<file path="src/rtl/alu_pkg.sv">
// Shared ALU opcode constants and arbiter FSM state encoding.
package alu_pkg;

    localparam logic [3:0] ALU_ADD = 4'b0000;
    localparam logic [3:0] ALU_SUB = 4'b0001;
    localparam logic [3:0] ALU_OR  = 4'b0101;
    localparam logic [3:0] ALU_AND = 4'b0110;
    localparam logic [3:0] ALU_XOR = 4'b0111;

    typedef enum logic [1:0] {
        IDLE = 2'd0,
        EXEC = 2'd1,
        RESP = 2'd2
    } state_e;

endpackage

</file>
<file path="src/rtl/alu_arbiter_rr_arbiter_2.sv">
// Two-way round-robin grant logic; the last-grant history is kept by the caller.
module rr_arbiter_2 (
    input  logic Valid0,
    input  logic Valid1,
    input  logic LastGrant,
    input  logic Enable,
    output logic Grant0,
    output logic Grant1
);

    always_comb begin
        Grant0 = 1'b0;
        Grant1 = 1'b0;
        if (Enable) begin
            if (Valid0 && Valid1) begin
                // On contention the requester that did not win last time goes first.
                Grant0 = LastGrant;
                Grant1 = !LastGrant;
            end else begin
                Grant0 = Valid0;
                Grant1 = Valid1;
            end
        end
    end

endmodule

</file>
<file path="src/rtl/alu_arbiter.sv">
// Shares one clocked ALU between the execute path (0) and the PC/address path (1),
// holding granted operands on the ALU and returning the captured result tagged by requester.
module alu_arbiter
    import alu_pkg::*;
#(
    parameter int WIDTH   = 16,
    parameter int OPW     = 4,
    parameter int ALU_LAT = 1
) (
    input  logic             CLK,
    input  logic             Reset,
    input  logic             Req0Valid,
    output logic             Req0Ready,
    input  logic [WIDTH-1:0] Req0A,
    input  logic [WIDTH-1:0] Req0B,
    input  logic [OPW-1:0]   Req0Op,
    input  logic             Req1Valid,
    output logic             Req1Ready,
    input  logic [WIDTH-1:0] Req1A,
    input  logic [WIDTH-1:0] Req1B,
    input  logic [OPW-1:0]   Req1Op,
    output logic             RspValid,
    input  logic             RspReady,
    output logic             RspId,
    output logic [WIDTH-1:0] RspOut,
    output logic             RspBranch,
    output logic [WIDTH-1:0] AluInputA,
    output logic [WIDTH-1:0] AluInputB,
    output logic [OPW-1:0]   AluOp,
    input  logic [WIDTH-1:0] AluOut,
    input  logic             AluShouldBranch,
    output logic             Busy
);

    localparam logic [3:0] LAT_INIT = 4'(ALU_LAT);

    state_e           state_q, state_d;
    logic             last_grant_q, last_grant_d;
    logic [3:0]       cnt_q, cnt_d;
    logic [WIDTH-1:0] alu_a_q, alu_a_d;
    logic [WIDTH-1:0] alu_b_q, alu_b_d;
    logic [OPW-1:0]   alu_op_q, alu_op_d;
    logic             rsp_valid_q, rsp_valid_d;
    logic             rsp_id_q, rsp_id_d;
    logic [WIDTH-1:0] rsp_out_q, rsp_out_d;
    logic             rsp_branch_q, rsp_branch_d;
    logic             grant0, grant1;

    rr_arbiter_2 u_rr (
        .Valid0    (Req0Valid),
        .Valid1    (Req1Valid),
        .LastGrant (last_grant_q),
        .Enable    (state_q == IDLE),
        .Grant0    (grant0),
        .Grant1    (grant1)
    );

    assign Req0Ready = grant0;
    assign Req1Ready = grant1;

    always_comb begin
        state_d      = state_q;
        last_grant_d = last_grant_q;
        cnt_d        = cnt_q;
        alu_a_d      = alu_a_q;
        alu_b_d      = alu_b_q;
        alu_op_d     = alu_op_q;
        rsp_valid_d  = rsp_valid_q;
        rsp_id_d     = rsp_id_q;
        rsp_out_d    = rsp_out_q;
        rsp_branch_d = rsp_branch_q;

        case (state_q)
            IDLE: begin
                if (Req0Valid && grant0) begin
                    alu_a_d      = Req0A;
                    alu_b_d      = Req0B;
                    alu_op_d     = Req0Op;
                    rsp_id_d     = 1'b0;
                    last_grant_d = 1'b0;
                    cnt_d        = LAT_INIT;
                    state_d      = EXEC;
                end else if (Req1Valid && grant1) begin
                    alu_a_d      = Req1A;
                    alu_b_d      = Req1B;
                    alu_op_d     = Req1Op;
                    rsp_id_d     = 1'b1;
                    last_grant_d = 1'b1;
                    cnt_d        = LAT_INIT;
                    state_d      = EXEC;
                end
            end
            EXEC: begin
                // Operands stay on the ALU; count down its latency before sampling the result.
                if (cnt_q != 4'd0) begin
                    cnt_d = cnt_q - 4'd1;
                end else begin
                    rsp_out_d    = AluOut;
                    rsp_branch_d = AluShouldBranch;
                    rsp_valid_d  = 1'b1;
                    state_d      = RESP;
                end
            end
            RESP: begin
                if (rsp_valid_q && RspReady) begin
                    rsp_valid_d = 1'b0;
                    state_d     = IDLE;
                end
            end
            default: state_d = IDLE;
        endcase
    end

    always_ff @(posedge CLK) begin
        if (Reset) begin
            state_q      <= IDLE;
            last_grant_q <= 1'b1;
            cnt_q        <= 4'd0;
            alu_a_q      <= '0;
            alu_b_q      <= '0;
            alu_op_q     <= '0;
            rsp_valid_q  <= 1'b0;
            rsp_id_q     <= 1'b0;
            rsp_out_q    <= '0;
            rsp_branch_q <= 1'b0;
        end else begin
            state_q      <= state_d;
            last_grant_q <= last_grant_d;
            cnt_q        <= cnt_d;
            alu_a_q      <= alu_a_d;
            alu_b_q      <= alu_b_d;
            alu_op_q     <= alu_op_d;
            rsp_valid_q  <= rsp_valid_d;
            rsp_id_q     <= rsp_id_d;
            rsp_out_q    <= rsp_out_d;
            rsp_branch_q <= rsp_branch_d;
        end
    end

    assign AluInputA = alu_a_q;
    assign AluInputB = alu_b_q;
    assign AluOp     = alu_op_q;
    assign RspValid  = rsp_valid_q;
    assign RspId     = rsp_id_q;
    assign RspOut    = rsp_out_q;
    assign RspBranch = rsp_branch_q;
    assign Busy      = (state_q != IDLE);

endmodule

</file>
<file path="config.mk">
export PLATFORM = sky130hd
export DESIGN_NAME = alu_arbiter
export DESIGN_NICKNAME = d
export VERILOG_FILES = /design/src/rtl/alu_pkg.sv /design/src/rtl/alu_arbiter_rr_arbiter_2.sv /design/src/rtl/alu_arbiter.sv
export SDC_FILE = /design/constraint.sdc
export NUM_CORES = 1
export LEC_CHECK = 0
export BUFFER_PORTS_ARGS = -buffer_cell sky130_fd_sc_hd__buf_2
export CAP_MARGIN = 20
export CORE_AREA = 2 2 89 91
export DETAILED_ROUTE_END_ITERATION = 10
export DIE_AREA = 0 0 91 93
export GPL_TIMING_DRIVEN = 0
export PLACE_DENSITY_LB_ADDON = 0.08
export REMOVE_ABC_BUFFERS = 1
export SETUP_SLACK_MARGIN = 0.02
export SYNTH_ARGS = -nofsm -noshare
export SYNTH_HDL_FRONTEND = slang
export SYNTH_SLANG_ARGS = --single-unit
export TNS_END_PERCENT = 100
</file>
<file path="constraint.sdc">
create_clock -name CLK -period 1.9 [get_ports CLK]
set_clock_uncertainty 0.05 [all_clocks]
set_input_delay 0.095 -clock CLK [delete_from_list [all_inputs] [get_ports CLK]]
set_output_delay 0.095 -clock CLK [all_outputs]
set_load 0.005 [all_outputs]
</file>
=== Word level (Yosys, flattened, before mapping) ===
Index checks and enable logic that the tools add are counted.
Widths: inputs -> output; s select.

* Register bits after elaboration: 62
* Input bits: 94
* Output and inout bits: 58

* Add/sub/neg operators: 1
* Eq/ne operators: 6
* Muxes and demuxes: 24
* Bitwise logic cells: 1
* Reductions and logical operators: 16

{| class="wikitable"
|+ Operators by type and width
! kind !! number
|-
| $mux 16 || 4
|-
| $mux 4 || 5
|-
| $reduce_and 3->1 || 3
|-
| $mux 1 || 8
|-
| $mux 2 || 4
|-
| $pmux 4 s2 || 1
|-
| $reduce_bool 2->1 || 4
|-
| $ne 2x2->1 const B || 3
|-
| $pmux 2 s3 || 1
|-
| $logic_and 1x1->1 || 4
|-
| $reduce_and 2->1 || 2
|-
| $reduce_bool 4->1 || 1
|-
| $sub 4x1->4 const B || 1
|-
| $ne 3x3->1 const B || 1
|-
| $eq 2x1->1 const B || 1
|-
| $eq 2x2->1 const B || 1
|-
| $logic_not 2->1 || 1
|-
| $pmux 1 s2 || 1
|-
| $logic_not 1->1 || 1
|-
| $not 1->1 || 1
|}

=== Logic depth before layout (Yosys ltp) ===
* Depth after elaboration: 7
* Gate-level depth with buffers: 7
* Mapped depth without buffers: 5

=== Hierarchy ===
Synthesis repeated with hierarchy kept, for this count alone.

* Cells, all modules: 341
* Area total of the unflattened synthesis: 2,777.7 µm²

{| class="wikitable"
|+ By module, submodules not included
! module !! instances !! cells each !! area an instance (µm²)
|-
| alu_arbiter || 1 || 336 || 2,756.4
|-
| rr_arbiter_2 || 1 || 5 || 21.3
|}

=== Worst setup path before layout ===
Ideal clock, no wire load.

* Path kind: register -> register
* From: reg cnt_q[0]
* To: reg cnt_q[0]
* Library setup time: 0.074 ns
* Arrival: 1.333 ns
* Path slack: 0.443 ns
* Cell stages (with the launch flop): 7
* Path buffers: 1
* Cells stage by stage: dfxtp_1 inv_1 ha_1 or3b_1 buf_6 a31o_1 a31oi_1

* Word-level cells in the longest chain between the ends: 3

{| class="wikitable"
|+ Ends and longest elaborated chain
! item !! RTL line !! source
|-
| start, declared || alu_arbiter.sv:39 || <nowiki>logic [3:0] cnt_q, cnt_d;</nowiki>
|-
| start signal, assigned || alu_arbiter.sv:129 || <nowiki>cnt_q <= cnt_d;</nowiki>
|-
| $sub 4x1->4 / $reduce_bool 4->1 (equally long branches) || alu_arbiter.sv:96, alu_arbiter.sv:95 ||
|-
| $mux 4 / $ne 2x2->1 (equally long branches) || - ||
|-
| $pmux 4 s2 / $reduce_and 3->1 (equally long branches) || - ||
|}

Parallel ways exist; a longest one is shown, timed or not. The select of a mux whose other input is x is not followed.
A chain may end at the register's enable or synchronous reset.

=== Worst setup path after layout ===
* From: reg state_q[1]
* To: out Req0Ready

* Word-level cells in the longest chain between the ends: 2

{| class="wikitable"
|+ Ends and longest elaborated chain
! item !! RTL line !! source
|-
| start, declared || alu_arbiter.sv:37 || <nowiki>state_e state_q, state_d;</nowiki>
|-
| start signal, assigned || alu_arbiter.sv:127 || <nowiki>state_q <= state_d;</nowiki>
|-
| $logic_not 2->1 || alu_arbiter.sv:53 || <nowiki>.Enable (state_q == IDLE),</nowiki>
|-
| $mux 1 || alu_arbiter_rr_arbiter_2.sv:14 || <nowiki>if (Enable) begin</nowiki>
|-
| end, declared || alu_arbiter.sv:13 || <nowiki>output logic Req0Ready,</nowiki>
|}

No other way between the ends.

==> flow_results.org <==
** STA
- For the pin with the worst max-slew slack, the measured transition is 747 ps.
- Final Cycle Share :: 0.946
- Setup repair after global routing missed its margin :: yes
- Post-layout min period :: 1800 ps
- Setup violations remaining at the end of the flow were counted as 0.
- The max-slew violation count came to 0.
- In the final timing run, aggregate negative setup slack is 0 ps.
- Least setup slack across all paths after layout :: 102 ps
- Final Hold Vio Count :: 0
- Timing would allow up to 556 MHz.
- The worst pin sits at a relative slew slack of 0.502.

** Cells and area
- Measured on the finished design, the core utilization comes to 0.588.
- 0 antenna diodes ended up in the layout.
- Area added between synthesis and finish :: 42.0%
- Of the cells placed in the final design, the portion with a size suffix greater than 1 is 0.397.
- Post-Layout Cell Count :: 606
- Final nets :: 595
- Fill cells in the final layout number 724.

** Clock tree
- Clock buffers created by TritonCTS :: 9
- Maximum buffer depth of the clock tree :: 2
- CTS H-Tree Depth :: 3
- The tree is rooted in a sky130_fd_sc_hd__clkbuf_8.
- TritonCTS built the clock tree.
- Clock latency at the later pin of the worst-skew pair :: 330 ps
- The tree built by TritonCTS fans out to 62 sinks.
- Reg clk slew, reported paths :: 70 ps

** Synthesis
- Leading cell types by count after synthesis :: 62 x sky130_fd_sc_hd__dfxtp_1, 59 x sky130_fd_sc_hd__a21oi_1, 36 x sky130_fd_sc_hd__a2111oi_0, 36 x sky130_fd_sc_hd__nor4_1, 29 x sky130_fd_sc_hd__clkbuf_1
- Biggest area contributors in the synthesized netlist :: sky130_fd_sc_hd__dfxtp_1 40%, sky130_fd_sc_hd__a2111oi_0 10%, sky130_fd_sc_hd__a21oi_1 9.5%
- Number of cells produced by synthesis :: 353
- Synth area leader :: sky130_fd_sc_hd__dfxtp_1
- Yosys printed 0 warnings.
- The cell area that synthesis handed to floorplanning was 3120 µm².
- Yosys mapped a number of flops with a built-in enable equal to 0.
- Fraction of registers with async set or reset after synthesis :: 0
- The synthesized design contains 62 register bits.
- Register area share after synthesis :: 0.398
- Of the post-synthesis cell area, the dominant cell type holds 0.398.
- In this run, distinct cell masters in the synthesized netlist total 34.
- Most frequently used cell type in the post-synthesis netlist :: sky130_fd_sc_hd__dfxtp_1
- In the synthesized netlist the dominant register cell turns out to be sky130_fd_sc_hd__dfxtp_1.
- Per-instance average area after synthesis :: 8.83 µm²

** Die
- In this run the count of I/O pins placed on the die edge is 152.
- After floorplanning, the core was sized to cover 7530 µm².
- Rows :: 32
- For this configuration, the core starts out at a cell density of 0.414.
- The die covers 8460 µm².
- In this run the horizontal extent of the chip is 91 µm.
- Die Span Y :: 93 µm

** GRT
- Overall routing resource usage :: 0.232
- First-pass GRT wire length :: 16,100 µm
- Number of antenna violations at the first check in global routing :: 0
- Aggregate global routing overflow :: 0
- Number of global-route vias before repair :: 3,300
- Entering global routing, the biggest net connects 77 pins.

** Power and ir drop
- Worst voltage drop across the vdd grid :: 414 µV
- Dividing total power by cell area gives a power density of 1090 nW/µm².
- Leakage :: 1.82 nW

** Setup path
- Arrival time of the worst setup path :: 1650 ps
- Reg-to-Reg End :: cnt_q[3]
- Setup CP Type :: flip-flop to output pin
- The worst setup path is launched from a flip-flop.
- Critical path data required time :: 1750 ps
- Counting cells, the worst reg-to-reg path comes to 3.
- STA classifies the critical path endpoint as an output pin.
- Source of the worst register-to-register timing path :: state_q[1]
- The worst register-to-register path has a setup slack of 130 ps.
- Of all nets on the critical path, the largest fanout is 44.

** Min path
- Hold Startpoint :: Req1Valid
- Hold Path Stages :: 3
- The path with the worst hold slack has its endpoint at RspId.
- Hold Path Class :: input port to flip-flop

** Status
- The run finished with clean final reports.

** Routing
- For this block, the via count after detailed routing is 3,460.
- For this run, design rule violations remaining after detail routing come to 0.
- Dividing the detail-routed wire length by the instance count gives 16.9 µm.
- Wire length reported by the detailed router :: 10,200 µm
- Number of iterations in the first detailed-routing pass :: 4
- The first routing iteration left 153 violations.
- After detailed routing, the number of vias per cell comes to 5.71.
- Post-DRT Antenna Nets :: 0

** Placed design
- At the end of routability-driven placement, the weighted congestion stood at 0.718.
- Before CTS, the worst setup slack after placement is -493 ps.
- IO buf count :: 151
- HPWL after detailed placement :: 6050 µm
- The number of placed instances, taps included, is 562.

** Run
- Max-cap check violation count :: 0
==> critical path: stages, from the launching register on <==
cell and delay [ps]:
sky130_fd_sc_hd__dfxtp_1 420, sky130_fd_sc_hd__nor2_4 80, sky130_fd_sc_hd__buf_12 150, sky130_fd_sc_hd__inv_6 210
sky130_fd_sc_hd__buf_12 250, sky130_fd_sc_hd__nor3b_1 70, sky130_fd_sc_hd__buf_2 120
==> per-stage QoR <==
stage | hold slack (ps) | total power [W] | area (µm²)
detailed placement | 305 | 0.00335 | 3890
global placement | 300 | 0.00318 | 3760
global route | 38.7 | 0.00512 | 4420
CTS | 24.5 | 0.00470 | 4300
finish | 35.6 | 0.00480 | 4420
floorplan | 114 | 0.00255 | 2880
==> how the worst max path moves through the flow <==
| stage | from | endpoint | slack (ps) | cells after the start |
|---|---|---|---|---|
| global route | state_q[1] | Req0Ready | 9 | 6 |
| CTS | state_q[0] | Req0Ready | 4 | 6 |
| finish | state_q[1] | Req0Ready | 100 | 6 |
| global placement | last_grant_q | AluOp[0] | -2080 | 3 |
| floorplan | last_grant_q | AluInputA[10] | -730 | 3 |
| detailed placement | Req0Valid | last_grant_q | -490 | 4 |
==> cells in the final DEF (no fill, tap or decap), types with 3 or more instances in the layout <==
cell                            synthesis  routed
sky130_fd_sc_hd__clkbuf_1              29       3
sky130_fd_sc_hd__buf_4                  6       7
sky130_fd_sc_hd__buf_2                 13     151
sky130_fd_sc_hd__buf_12                 0       3
sky130_fd_sc_hd__clkbuf_8               0      10
sky130_fd_sc_hd__dfxtp_1               62      61
sky130_fd_sc_hd__nor2_1                 3       3
sky130_fd_sc_hd__buf_16                 0       3
sky130_fd_sc_hd__dlygate4sd3_1          0      18
sky130_fd_sc_hd__nand2_1                4       4
sky130_fd_sc_hd__nor4_1                36      36
sky130_fd_sc_hd__a21oi_1               59      59
sky130_fd_sc_hd__nor4b_1               26      26
sky130_fd_sc_hd__a2111oi_0             36      36
sky130_fd_sc_hd__nand3_1               18      18
sky130_fd_sc_hd__o21ai_0               20      20
sky130_fd_sc_hd__nor4b_2               10      10
sky130_fd_sc_hd__inv_1                  4       4
==> registers in the layout, summed over array words and instances, names as in the netlist <==
name and flops:
state_q 2, RspOut 16, RspId 1, RspBranch 1, AluInputB 16, last_grant_q 1, AluInputA 16, cnt_q 4
RspValid 1, AluOp 4
==> per-layer routing <==
metal | track usage | routed length [µm]
met1 | 0.290 | 4520
met2 | 0.396 | 4980
met3 | 0.0612 | 672
met4 | 0.0606 | 80
met5 | 0 | 0
==> cell type report <==
type | instances | area (µm²) | share of cell area
multi-input cells | 235 | 1630 | 0.369
inverters | 6 | 27.5 | 0.00622
clock inverters | 3 | 67.6 | 0.0153
well taps | 102 | 128 | 0.0288
clock buffers | 13 | 149 | 0.0337
repair buffers | 185 | 1180 | 0.266
flip-flops and latches | 62 | 1240 | 0.281
==> cell families (layout without fill, tap and decap cells) <==
kind of cell,Yosys count,in the layout,synth area share
AO/OA/AOI/OAI,122,122,0.246
AND/OR/NAND/NOR,111,111,0.263
flip-flops,62,62,0.398
buffers and inverters,56,207,0.0847
adder cells (fa/ha/maj),2,2,0.00803
==> power by group <==
group | leakage, nW | internal (W) | switching [W]
Combinational | 1.20 | 0.000807 | 0.00100
Sequential | 0.512 | 0.00155 | 0.000153
Clock | 0.104 | 0.000777 | 0.000510
Total | 1.82 | 0.00314 | 0.00167
==> what timing repair did <==
| item | CTS | global route |
|---|---|---|
| pin swaps | 1 | 1 |
| hold endpoints to repair | 18 | 0 |
| endpoints found under the setup margin | 27 | 12 |
| buffers inserted | 1 | 6 |
| gates resized for setup | 4 | 3 |
| hold buffers | 18 | 0 |
| gates cloned | 0 | 1 |
Note: power is estimated with default switching activity, not from simulation.
